===== src/rtl/fir_out_pkg.sv =====
`default_nettype none
// ============================================================================
// Module      : fir_out_pkg
// Description : Shared defaults and helpers for the FIR output quantizer.
//               Provides the default widths, rounding shift, FIFO depth and
//               the rounding-constant function.
// Revision    : 1.0 - initial release
// ============================================================================
package fir_out_pkg;

    localparam int c_IN_WIDTH  = 38;
    localparam int c_OUT_WIDTH = 16;
    localparam int c_SHIFT     = 15;
    localparam int c_DEPTH     = 8;

    // Half an output LSB in input units; adding it before the arithmetic
    // shift gives round-half-toward-plus-infinity.
    function automatic longint unsigned round_const(input int shift);
        longint unsigned k;
        k = 64'd0;
        if (shift > 0) begin
            k = 64'd1 << (shift - 1);
        end
        return k;
    endfunction

endpackage : fir_out_pkg
`default_nettype wire


===== src/rtl/fir_out_fifo.sv =====
`default_nettype none
// ============================================================================
// Module      : fir_out_fifo
// Description : First-word-fall-through FIFO carrying a quantized sample plus
//               its saturation bit. Full/empty come from an occupancy counter;
//               a write while full is accepted only if the head pops the same
//               cycle.
// Revision    : 1.0 - initial release
// ============================================================================
module fir_out_fifo
    import fir_out_pkg::*;
#(
    parameter int DataWidth = c_OUT_WIDTH,
    parameter int Depth     = c_DEPTH
) (
    input  logic                 clk,
    input  logic                 rst_n,
    input  logic                 wr_valid,
    input  logic [DataWidth-1:0] wr_data,
    input  logic                 wr_sat,
    output logic                 full,
    output logic                 rd_valid,
    input  logic                 rd_ready,
    output logic [DataWidth-1:0] rd_data,
    output logic                 rd_sat
);

    localparam int AddrW = $clog2(Depth);
    localparam int CntW  = AddrW + 1;

    logic [DataWidth:0] mem_q [Depth];
    logic [AddrW-1:0]   wr_ptr_q, wr_ptr_d;
    logic [AddrW-1:0]   rd_ptr_q, rd_ptr_d;
    logic [CntW-1:0]    count_q,  count_d;

    logic w_empty;
    logic w_full;
    logic w_pop;
    logic w_push;
    logic [DataWidth:0] w_head;

    assign w_empty = (count_q == '0);
    assign w_full  = (count_q == CntW'(Depth));
    assign w_pop   = rd_ready & ~w_empty;
    assign w_push  = wr_valid & (~w_full | w_pop);

    // Pointer and occupancy update; pointers wrap naturally as Depth is 2^n.
    always_comb begin
        wr_ptr_d = wr_ptr_q;
        rd_ptr_d = rd_ptr_q;
        count_d  = count_q + CntW'(w_push) - CntW'(w_pop);
        if (w_push) begin
            wr_ptr_d = wr_ptr_q + AddrW'(1);
        end
        if (w_pop) begin
            rd_ptr_d = rd_ptr_q + AddrW'(1);
        end
    end

    // Control state, cleared by reset so buffered entries are discarded.
    always_ff @(posedge clk or negedge rst_n) begin
        if (!rst_n) begin
            wr_ptr_q <= '0;
            rd_ptr_q <= '0;
            count_q  <= '0;
        end else begin
            wr_ptr_q <= wr_ptr_d;
            rd_ptr_q <= rd_ptr_d;
            count_q  <= count_d;
        end
    end

    // Payload storage; contents are don't-care after reset.
    always_ff @(posedge clk) begin
        if (w_push) begin
            mem_q[wr_ptr_q] <= {wr_sat, wr_data};
        end
    end

    // Head entry falls through; forced to zero while empty.
    assign w_head   = w_empty ? '0 : mem_q[rd_ptr_q];
    assign rd_valid = ~w_empty;
    assign rd_data  = w_head[DataWidth-1:0];
    assign rd_sat   = w_head[DataWidth];
    assign full     = w_full;

endmodule : fir_out_fifo
`default_nettype wire


===== src/rtl/fir_out_quant.sv =====
`default_nettype none
// ============================================================================
// Module      : fir_out_quant
// Description : FIR output quantizer. Rounds the wide FIR result, shifts away
//               the fractional bits, clips to the output range, and buffers
//               the samples in a FWFT FIFO with sticky overflow and a
//               saturating clip counter.
// Revision    : 1.0 - initial release
// ============================================================================
module fir_out_quant
    import fir_out_pkg::*;
#(
    parameter int InWidth  = c_IN_WIDTH,
    parameter int OutWidth = c_OUT_WIDTH,
    parameter int Shift    = c_SHIFT,
    parameter int Depth    = c_DEPTH
) (
    input  logic                clk,
    input  logic                rst,
    input  logic                inputValid,
    input  logic [InWidth-1:0]  FIR_input,
    output logic                outputValid,
    input  logic                outputReady,
    output logic [OutWidth-1:0] FIR_output,
    output logic                satFlag,
    output logic                overflow,
    output logic [15:0]         satCount
);

    localparam int SumW = InWidth + 1;
    localparam logic [SumW-1:0] c_ROUND = SumW'(round_const(Shift));
    localparam logic signed [SumW-1:0] c_SAT_MAX =
        {{(SumW - OutWidth + 1){1'b0}}, {(OutWidth - 1){1'b1}}};
    localparam logic signed [SumW-1:0] c_SAT_MIN =
        {{(SumW - OutWidth + 1){1'b1}}, {(OutWidth - 1){1'b0}}};

    logic                s1_valid_q, s1_valid_d;
    logic [SumW-1:0]     s1_sum_q,   s1_sum_d;
    logic                s2_valid_q, s2_valid_d;
    logic [OutWidth-1:0] s2_data_q,  s2_data_d;
    logic                s2_sat_q,   s2_sat_d;
    logic                overflow_q, overflow_d;
    logic [15:0]         sat_count_q, sat_count_d;

    logic signed [SumW-1:0] w_shifted;
    logic                   w_fifo_full;
    logic                   w_fifo_valid;
    logic                   w_pop;
    logic                   w_drop;

    // Stage 1: sign-extend and add half an output LSB.
    always_comb begin
        s1_valid_d = inputValid;
        s1_sum_d   = s1_sum_q;
        if (inputValid) begin
            s1_sum_d = {FIR_input[InWidth-1], FIR_input} + c_ROUND;
        end
    end

    assign w_shifted = $signed(s1_sum_q) >>> Shift;

    // Stage 2: drop fractional bits and clip to the signed output range.
    always_comb begin
        s2_valid_d = s1_valid_q;
        s2_data_d  = s2_data_q;
        s2_sat_d   = s2_sat_q;
        if (s1_valid_q) begin
            if (w_shifted > c_SAT_MAX) begin
                s2_data_d = c_SAT_MAX[OutWidth-1:0];
                s2_sat_d  = 1'b1;
            end else if (w_shifted < c_SAT_MIN) begin
                s2_data_d = c_SAT_MIN[OutWidth-1:0];
                s2_sat_d  = 1'b1;
            end else begin
                s2_data_d = w_shifted[OutWidth-1:0];
                s2_sat_d  = 1'b0;
            end
        end
    end

    assign w_pop  = w_fifo_valid & outputReady;
    assign w_drop = s2_valid_q & w_fifo_full & ~w_pop;

    // Status counters evaluated at FIFO-write time, dropped samples included.
    always_comb begin
        overflow_d  = overflow_q | w_drop;
        sat_count_d = sat_count_q;
        if (s2_valid_q && s2_sat_q && (sat_count_q != 16'hFFFF)) begin
            sat_count_d = sat_count_q + 16'd1;
        end
    end

    // Pipeline and status registers.
    always_ff @(posedge clk or negedge rst) begin
        if (!rst) begin
            s1_valid_q  <= 1'b0;
            s1_sum_q    <= '0;
            s2_valid_q  <= 1'b0;
            s2_data_q   <= '0;
            s2_sat_q    <= 1'b0;
            overflow_q  <= 1'b0;
            sat_count_q <= '0;
        end else begin
            s1_valid_q  <= s1_valid_d;
            s1_sum_q    <= s1_sum_d;
            s2_valid_q  <= s2_valid_d;
            s2_data_q   <= s2_data_d;
            s2_sat_q    <= s2_sat_d;
            overflow_q  <= overflow_d;
            sat_count_q <= sat_count_d;
        end
    end

    fir_out_fifo #(
        .DataWidth (OutWidth),
        .Depth     (Depth)
    ) u_fifo (
        .clk      (clk),
        .rst_n    (rst),
        .wr_valid (s2_valid_q),
        .wr_data  (s2_data_q),
        .wr_sat   (s2_sat_q),
        .full     (w_fifo_full),
        .rd_valid (w_fifo_valid),
        .rd_ready (outputReady),
        .rd_data  (FIR_output),
        .rd_sat   (satFlag)
    );

    assign outputValid = w_fifo_valid;
    assign overflow    = overflow_q;
    assign satCount    = sat_count_q;

endmodule : fir_out_quant
`default_nettype wire


===== config.mk =====
export PLATFORM = sky130hd
export DESIGN_NAME = fir_out_quant
export DESIGN_NICKNAME = d
export VERILOG_FILES = /design/src/rtl/fir_out_pkg.sv /design/src/rtl/fir_out_fifo.sv /design/src/rtl/fir_out_quant.sv
export SDC_FILE = /design/constraint.sdc
export NUM_CORES = 1
export LEC_CHECK = 0
export ABC_CLOCK_PERIOD_IN_PS = 3800
export CAP_MARGIN = 20
export CORE_MARGIN = 1.5
export CORE_UTILIZATION = 40
export CTS_BUF_LIST = sky130_fd_sc_hd__clkbuf_8
export DETAILED_ROUTE_END_ITERATION = 8
export PLACE_DENSITY_LB_ADDON = 0.1
export SLEW_MARGIN = 15
export SYNTH_ARGS = -nofsm -noshare
export SYNTH_HDL_FRONTEND = slang
export SYNTH_SLANG_ARGS = --single-unit
export TNS_END_PERCENT = 10

===== constraint.sdc =====
create_clock -name clk -period 3.8 [get_ports clk]
set_input_delay 0.38 -clock clk [delete_from_list [all_inputs] [get_ports clk]]
set_output_delay 0.38 -clock clk [all_outputs]
set_load 0.02 [all_outputs]

==> results.sh <==
export IMPL_outcome="finished clean"
export IMPL_hold_class="in -> async"
export IMPL_hold_viol=0
export IMPL_fp_dieW_um=151
export IMPL_syn_area_um2=8720
export IMPL_synthArstFlopShare=0.340
export IMPL_timing_hold_ws_ns=0.423
export IMPL_overflow=0
export IMPL_rsz0062_at_grt="no"
export IMPL_setup_tns_ns=0
export IMPL_cp_slowest_stage_delay_ns=0.76
export IMPL_dp_hpwl_um=11200
export IMPL_synth_cell_type_count=48
export IMPL_slew_violations=0
export IMPL_skew_ns=0.0120
export IMPL_synth_xor_area_frac=0.0301
export IMPL_dieArea_um2=22700
export IMPL_netlist_area_leader_share=0.468
export IMPL_worst_pin_slew_ns=0.856
export IMPL_drc_errors=0
export IMPL_cts_buffers=36
export IMPL_die_h_um=151
export IMPL_startpoint_type="register"
export IMPL_synth_edf_count=136
export IMPL_met1Wirelength_um=7790
export IMPL_syn_avg_cell_area_um2=15.1
export IMPL_htree_levels=2
export IMPL_drtPass1Iterations=4
export IMPL_syn_nets=632
export IMPL_fin_nets=725
export IMPL_yosysSeqAreaShare=0.669
export IMPL_row_count=53
export IMPL_antenna_found_initial=0
export IMPL_port_buffers=62
export IMPL_grt_max_degree=48
export IMPL_combPwrFrac=0.319
export IMPL_grt_pass1_wl_um=28400
export IMPL_yosys_area_share_adder=0.0166
export IMPL_slowest_stage="dfrtp_1"
export IMPL_path_buf_inv=2
export IMPL_cts_sinks=206
export IMPL_wl_met3_um=666
export IMPL_p_leak_uw=0.00387
export IMPL_yosys_warnings=0
export IMPL_postCtsSetupBuffers=0
export IMPL_ys_ff_latch=206
export IMPL_start_util=0.411
export IMPL_path_cells="buf_4, mux4_2, mux2i_1, nor2_1, clkdlybuf4s50_1"
export IMPL_pin_count=77
export IMPL_syn_inst=579
export IMPL_internal_power_uw=4830
export IMPL_via_per_inst=5.18
export IMPL_insertion_delay_ns=0.52
export IMPL_grt_pass1_vias=5205
export IMPL_cp_top_family="buffers and inverters"
export IMPL_yosys_area_top_type="edfxtp_1"
export IMPL_synthSimpleGateAreaFrac=0.0941
export IMPL_cap_violations=0
export IMPL_max_freq_ghz=0.317
export IMPL_post_drt_wl_per_cell_um=18.2
export IMPL_period_share=0.830
export IMPL_slew_headroom=0.429
export IMPL_wl_met2_um=8980
export IMPL_synthToLayoutAreaGrowth_pct=18.7
export IMPL_synth_area_top_cells="edfxtp_1 (47%), dfrtp_1 (20%), mux4_2 (8.8%), nor2_1 (2.7%), xnor2_1 (2.4%)"
export IMPL_critPathRequiredTime_ns=3.42
export IMPL_switching_share=0.324
export IMPL_cp_data_arrival_time_ns=2.77
export IMPL_routed_top_layer="met4"
export IMPL_synth_top_family_by_area="multiplexers"
export IMPL_num_vias=5048
export IMPL_endpoint_kind="output port"
export IMPL_p_per_area_nw_per_um2=691
export IMPL_synth_ff_type="edfxtp_1"
export IMPL_clockBufferDepth=3
export IMPL_cts_tree="done"
export IMPL_antenna_left=0
export IMPL_cp_max_fo=14
export IMPL_drt_iter0_markers=222
export IMPL_p_seq_frac=0.437
export IMPL_finalPower_uw=7150
export IMPL_post_route_util=0.488
export IMPL_drt_wl_total_um=17700
export IMPL_path_clk_slew_ns=0.06
export IMPL_drive_gt1_frac=0.167
export IMPL_clkPwrFrac=0.245
export IMPL_period_needed_ns=3.15
export IMPL_crit_type="reg -> out"
export IMPL_n_antenna_cell=0
export IMPL_setup_viol=0
export IMPL_grtUsageTotal=0.166
export IMPL_core_area_um2=21200
export IMPL_clock_root_buffer="clkbuf_8"
export IMPL_finalWeightedCongestion=0.760
export IMPL_muxShareOfSynthArea=0.120
export IMPL_synth_compound_area_frac=0.0436
export IMPL_p_switching_uw=2320
export IMPL_vdd_drop_max_mv=0.271
worst paths after layout:
path,startpoint,endpoint,slack (ns),cells after the start
max reg2reg,u_fifo.count_q[1]$_DFF_PN0_,u_fifo.count_q[2]$_DFF_PN0_,1.14,11
min reg2reg,overflow$_DFF_PN0_,overflow$_DFF_PN0_,0.47,1
min in group clk,overflow$_DFF_PN0_,overflow$_DFF_PN0_,0.47,1
max in group asynchronous,rst,s1_sum_q[33]$_DFFE_PN0P_,2.60,3
max,u_fifo.rd_ptr_q[1]$_DFFE_PN0N_,FIR_output[5],0.65,5
min,rst,satCount[7]$_DFFE_PN0P_,0.42,2
cell usage after synthesis, types with 3 or more instances:
cell      instances
clkbuf_1         18
mux2i_1          19
nor4_1            7
nand2b_1          6
mux2_2            8
ha_1             10
edfxtp_1        136
nor2_1           63
nor3_1            5
nand2_1          17
and4_1            5
a21oi_1          20
a31oi_1           9
nand3_1          10
and3_1            8
buf_2             6
dfrtp_1          70
and2_1            3
mux4_2           34
xnor2_1          24
nand4_1          15
inv_1            35
o22ai_1          15
xor2_1            6
routing by layer:
metal	track usage	vias to the layer above
met1	0.205	2546
met3	0.0382	26
met5	0	-
met2	0.290	94
met4	0.0490	0
li1	-	2382
logic make-up (layout without fill, tap and decap cells):
group,count (synthesis),count (layout)
buffers and inverters,60,180
DFF,206,206
adders and majority gates,11,11
AOI/OAI and AO/OA,60,60
and+or+nand+nor,151,151
muxes,61,61
xor gates and xnor gates,30,30
power groups by stage:
stage	Sequential (uW)	Clock [uW]	Combinational (uW)
after detailed placement	3170	0	2340
after floorplan	3070	0	1470
after global routing	3170	1930	2490
after CTS	3130	1820	2340
final	3120	1750	2280
after global placement	3140	0	2290
through the flow:
stage	instances	cell area, um^2	setup WS, ns
6_report	974	10400	0.646
3_5_place_dp	907	9710	1.12
3_3_place_gp	907	9710	1.14
2_1_floorplan	579	8720	0.910
4_1_cts	972	10300	0.581
5_1_grt	974	10400	0.493
flip-flops by register name, summed over array words and instances, names as in the netlist:
| signal | flops |
|---|---|
| u_fifo.count_q | 4 |
| s2_sat_q | 1 |
| s1_sum_q | 24 |
| u_fifo.mem_q | 136 |
| s1_valid_q | 1 |
| satCount | 16 |
| u_fifo.wr_ptr_q | 3 |
| overflow | 1 |
| s2_valid_q | 1 |
| s2_data_q | 16 |
| u_fifo.rd_ptr_q | 3 |
final cells by class:
cell class | instances | area [um^2]
Fill cell | 1889 | 10900
Sequential cell | 206 | 5840
Multi-Input combinational cell | 313 | 2670
Timing Repair Buffer | 80 | 756
Clock buffer | 36 | 495
Tap cell | 275 | 344
Inverter | 35 | 131
Clock inverter | 29 | 124
layout by cell type, fill, tap and decap left out, types with 7 or more instances in the layout:
cell	instances
xnor2_1	24
a21oi_1	20
clkdlybuf4s50_1	61
nand2_1	17
clkinv_1	9
mux2i_1	19
buf_4	17
o22ai_1	15
mux4_2	34
and3_1	8
nor4_1	7
nor2_1	63
mux2_2	8
dfrtp_1	69
nand3_1	10
nand4_1	15
ha_1	10
a31oi_1	9
inv_1	48
edfxtp_1	136
clkbuf_8	36
timing repair:
item,in CTS,in global routing
hold buffers,0,1
gates resized for setup,0,0
hold endpoints to repair,0,46
No activity file was read; power rests on OpenSTA's default activity.
==> patch 1: new RTL, same settings <==
Change the package constant `c_IN_WIDTH` from 38 to 42.
--- a/src/rtl/fir_out_pkg.sv
+++ b/src/rtl/fir_out_pkg.sv
@@ -8,7 +8,7 @@
 // ============================================================================
 package fir_out_pkg;
 
-    localparam int c_IN_WIDTH  = 38;
+    localparam int c_IN_WIDTH  = 42;
     localparam int c_OUT_WIDTH = 16;
     localparam int c_SHIFT     = 15;
     localparam int c_DEPTH     = 8;
Ports: changed (resized FIR_input); port bits go from 77 to 81. The function was not compared with the original's and may differ.
==> patch 1 against the unedited design <==
The flow now finishes with violations (negative hold slack). Area after synthesis up 2.9%. Power up 1.8%. Worst setup slack better by 0.16 ns. Routed wire length up 5.4%. Cell area up 3.3%. Sequential cell count up 4. Hold slack worse by 0.42 ns. Clock power up 5%.
==> patch 1: results (changes against the unedited design) <==
<table>
<tr><th>Metric</th><th>Value</th></tr>
<tr><th colspan="2">Placed design</th></tr>
<tr><td>Placed insts</td><td>955 (+5.3%)</td></tr>
<tr><td>Final Wtd Congestion</td><td>0.799 (+5.1%)</td></tr>
<tr><td>Port Buffers</td><td>66 (+6.5%)</td></tr>
<tr><td>Placed wire-length estimate</td><td>12100 um (+8.5%)</td></tr>
<tr><th colspan="2">Yosys</th></tr>
<tr><td>Adder and majority gate portion of the synthesized area</td><td>1.62% (-0.047 points)</td></tr>
<tr><td>Multiplexer share of the synthesized area</td><td>11.3% (-0.70 points)</td></tr>
<tr><td>Most frequent cells after synthesis</td><td>136 x sky130_fd_sc_hd__edfxtp_1, 74 x sky130_fd_sc_hd__dfrtp_1, 65 x sky130_fd_sc_hd__nor2_1</td></tr>
<tr><td>Sequential fraction of the synthesis area</td><td>66.1% (-0.79 points)</td></tr>
<tr><td>Asr flop ratio synth</td><td>35.2% (+1.3 points)</td></tr>
<tr><td>Post-Syn Nets</td><td>675 (+6.8%)</td></tr>
<tr><td>Synth Area in Compound Gates</td><td>5.48% (+1.1 points)</td></tr>
<tr><td>Parity-gate share of the synthesized area counting xor and xnor cells</td><td>2.93% (-0.086 points)</td></tr>
<tr><th colspan="2">Global routing</th></tr>
<tr><td>Number of global-route vias before repair</td><td>5766 (+11%)</td></tr>
<tr><td>Global Route Usage Sum</td><td>16.9% (+0.29 points)</td></tr>
<tr><td>Global-route wire length before repair</td><td>30900 um (+9.0%)</td></tr>
<tr><th colspan="2">Outcome</th></tr>
<tr><td>Status</td><td>finished with violations</td></tr>
<tr><td>Violated checks</td><td>negative hold slack</td></tr>
<tr><th colspan="2">Routing</th></tr>
<tr><td>Vias post-DR</td><td>5463 (+8.2%)</td></tr>
<tr><td>Number of DRC violations after detailed-routing iteration 0</td><td>225 (+1.4%)</td></tr>
<tr><td>Routed wire length per instance</td><td>18.3 um (+0.34%)</td></tr>
<tr><th colspan="2">Final layout</th></tr>
<tr><td>Regs by FF count</td><td>u_fifo.mem_q (136), s1_sum_q (28)</td></tr>
<tr><td>Net total in the final layout</td><td>771 (+6.3%)</td></tr>
<tr><th colspan="2">Critical path</th></tr>
<tr><td>Worst reg2reg path depth</td><td>12 (+1)</td></tr>
<tr><td>Worst-path fanout max</td><td>18 (+4)</td></tr>
<tr><td>Slowest stage delay, CP</td><td>0.58 ns (-0.18 ns)</td></tr>
<tr><th colspan="2">Timing</th></tr>
<tr><td>Hold Violations, Final</td><td>1 (+1)</td></tr>
<tr><td>Fmax</td><td>334 MHz (+5.4%)</td></tr>
<tr><td>Worst hold margin</td><td>-0.00109 ns (-0.424 ns)</td></tr>
<tr><th colspan="2">Pwr</th></tr>
<tr><td>Leak pwr</td><td>3.96 nW (+2.4%)</td></tr>
</table>
-- patch 1: layout make-up --
type | count | area [um2] | share of cell area (%)
multi-input cells | 348 | 2810 | 26.3
clock buffers | 39 | 537 | 5.02
well taps | 280 | 350 | 3.28
inverters | 32 | 120 | 1.12
flip-flops and latches | 210 | 5940 | 55.5
repair buffers | 85 | 821 | 7.68
clock inverters | 29 | 119 | 1.11
-- patch 1: power by group through the flow --
stage / clock network (mW) / registers [mW] / logic, mW
after floorplan: 0 / 3.12 / 1.47
after CTS: 1.90 / 3.16 / 2.36
after detailed placement: 0 / 3.20 / 2.36
after global placement: 0 / 3.17 / 2.32
after global routing: 1.99 / 3.20 / 2.52
final: 1.83 / 3.15 / 2.30
-- patch 1: layer usage --
metal / up-vias / global-route usage [%]
met3: 36 / 3.20
met1: 2733 / 22.0
met4: 0 / 5.17
met5: - / 0
met2: 121 / 28.7
li1: 2573 / -
==> patch 2: new RTL, config.mk and constraints unchanged <==
Made on the original files. Make the reset (`rst` and `rst_n`) synchronous in 2 clocked blocks.
--- a/src/rtl/fir_out_fifo.sv
+++ b/src/rtl/fir_out_fifo.sv
@@ -58,7 +58,7 @@
     end
 
     // Control state, cleared by reset so buffered entries are discarded.
-    always_ff @(posedge clk or negedge rst_n) begin
+    always_ff @(posedge clk) begin
         if (!rst_n) begin
             wr_ptr_q <= '0;
             rd_ptr_q <= '0;
--- a/src/rtl/fir_out_quant.sv
+++ b/src/rtl/fir_out_quant.sv
@@ -91,7 +91,7 @@
     end
 
     // Pipeline and status registers.
-    always_ff @(posedge clk or negedge rst) begin
+    always_ff @(posedge clk) begin
         if (!rst) begin
             s1_valid_q  <= 1'b0;
             s1_sum_q    <= '0;
Formal check against the unedited RTL: differs if rst is asserted again (counterexample within 4 cycles, from zero or initial values and one cycle with rst low); with rst held inactive, the same outputs for 10 cycles.
==> patch 2 against the unedited design <==
Sequential cell count up 3. Non-clock buffer count did not move. Synthesized cell count is 8.1% higher. Combinational power down 43%. Sequential power shrank 16%. Cell area is 0.11% lower. Routed wire length shrank 0.86%. Global-route usage decreased by 0.37 points. Power decreased by 17%. Worst setup slack worse by 0.044 ns. Area after synthesis shrank 0.93%. Critical path type unchanged.
==> patch 2: results (changes against the unedited design) <==
<table>
<tr><th>Metric</th><th>Value</th></tr>
<tr><th colspan="2">Yosys</th></tr>
<tr><td>Post-synthesis cell type count</td><td>47 (-2.1%)</td></tr>
<tr><td>Sequential fraction of the synthesis area</td><td>64.2% (-2.7 points)</td></tr>
<tr><td>Parity-gate share of the synthesized area counting xor and xnor cells</td><td>1.42% (-1.6 points)</td></tr>
<tr><td>Multiplexer share of the synthesized area</td><td>11.4% (-0.58 points)</td></tr>
<tr><td>Synth Area in Compound Gates</td><td>8.66% (+4.3 points)</td></tr>
<tr><td>Post-Syn Nets</td><td>679 (+7.4%)</td></tr>
<tr><td>Top cells by area, synth</td><td>sky130_fd_sc_hd__edfxtp_1 47%, sky130_fd_sc_hd__dfxtp_1 17%, sky130_fd_sc_hd__mux4_2 8.9%</td></tr>
<tr><th colspan="2">Placed design</th></tr>
<tr><td>Setup slack after placement</td><td>1.05 ns (-0.0654 ns)</td></tr>
<tr><td>Final Wtd Congestion</td><td>0.755 (-0.67%)</td></tr>
<tr><th colspan="2">Critical path</th></tr>
<tr><td>Data arrival, critical path</td><td>2.82 ns (+0.05 ns)</td></tr>
<tr><td>End of the worst register-to-register path</td><td>u_fifo.count_q[2]</td></tr>
<tr><td>Slowest stage cell on the critical path</td><td>sky130_fd_sc_hd__dfxtp_2</td></tr>
<tr><th colspan="2">Global routing</th></tr>
<tr><td>Global-route wire length before repair</td><td>28100 um (-1.0%)</td></tr>
<tr><td>GR met2 Demand/Resource</td><td>28.2% (-0.76 points)</td></tr>
<tr><td>Global Route Usage Sum</td><td>16.2% (-0.37 points)</td></tr>
<tr><th colspan="2">Routing</th></tr>
<tr><td>Routed wire length on met2</td><td>8860 um (-1.4%)</td></tr>
<tr><td>Met3 layer wire length in the routed design</td><td>718 um (+7.8%)</td></tr>
<tr><td>Detailed-routing wirelength on met1</td><td>7730 um (-0.77%)</td></tr>
<tr><td>Vias post-DR</td><td>5380 (+6.6%)</td></tr>
<tr><td>Via density</td><td>5.32 (+2.7%)</td></tr>
<tr><td>Number of DRC violations after detailed-routing iteration 0</td><td>271 (+22%)</td></tr>
<tr><th colspan="2">Pwr</th></tr>
<tr><td>Leak pwr</td><td>3.34 nW (-14%)</td></tr>
<tr><th colspan="2">Outcome</th></tr>
<tr><td>Status</td><td>finished, final reports clean</td></tr>
<tr><th colspan="2">Timing</th></tr>
<tr><td>Final clock skew</td><td>0.0201 ns (+0.00803 ns)</td></tr>
<tr><td>Worst hold margin</td><td>0.480 ns (+0.0572 ns)</td></tr>
<tr><th colspan="2">Final layout</th></tr>
<tr><td>Net total in the final layout</td><td>762 (+5.1%)</td></tr>
<tr><td>Fill cell count</td><td>1829 (-3.2%)</td></tr>
</table>
==> patch 2: final cells by class <==
cell class / count / area, um2 / share of cell area, %
Clock inverter: 28 / 228 / 2.20
Multi-Input combinational cell: 365 / 2900 / 28.1
Timing Repair Buffer: 80 / 756 / 7.31
Clock buffer: 36 / 495 / 4.79
Sequential cell: 209 / 5550 / 53.6
Inverter: 18 / 67.6 / 0.653
Tap cell: 275 / 344 / 3.33
==> patch 2: worst max-delay path by stage <==
stage | start | end | slack [ns] | cells after the start
final | register | FIR_output[2] | 0.60 | 5
after detailed placement | register | FIR_output[15] | 1.05 | 5
after global routing | register | FIR_output[7] | 0.31 | 5
after floorplan | u_fifo.count_q[2] | u_fifo.mem_q[0][0] | 1.03 | 7
after CTS | register | FIR_output[10] | 0.49 | 5
after global placement | register | FIR_output[3] | 1.04 | 5
==> patch 2: where the power goes <==
group	leakage, nW	internal [mW]	switching [mW]
logic	1.09	0.654	0.637
registers	1.85	2.51	0.107
clock network	0.398	1.16	0.868
total	3.34	4.32	1.61
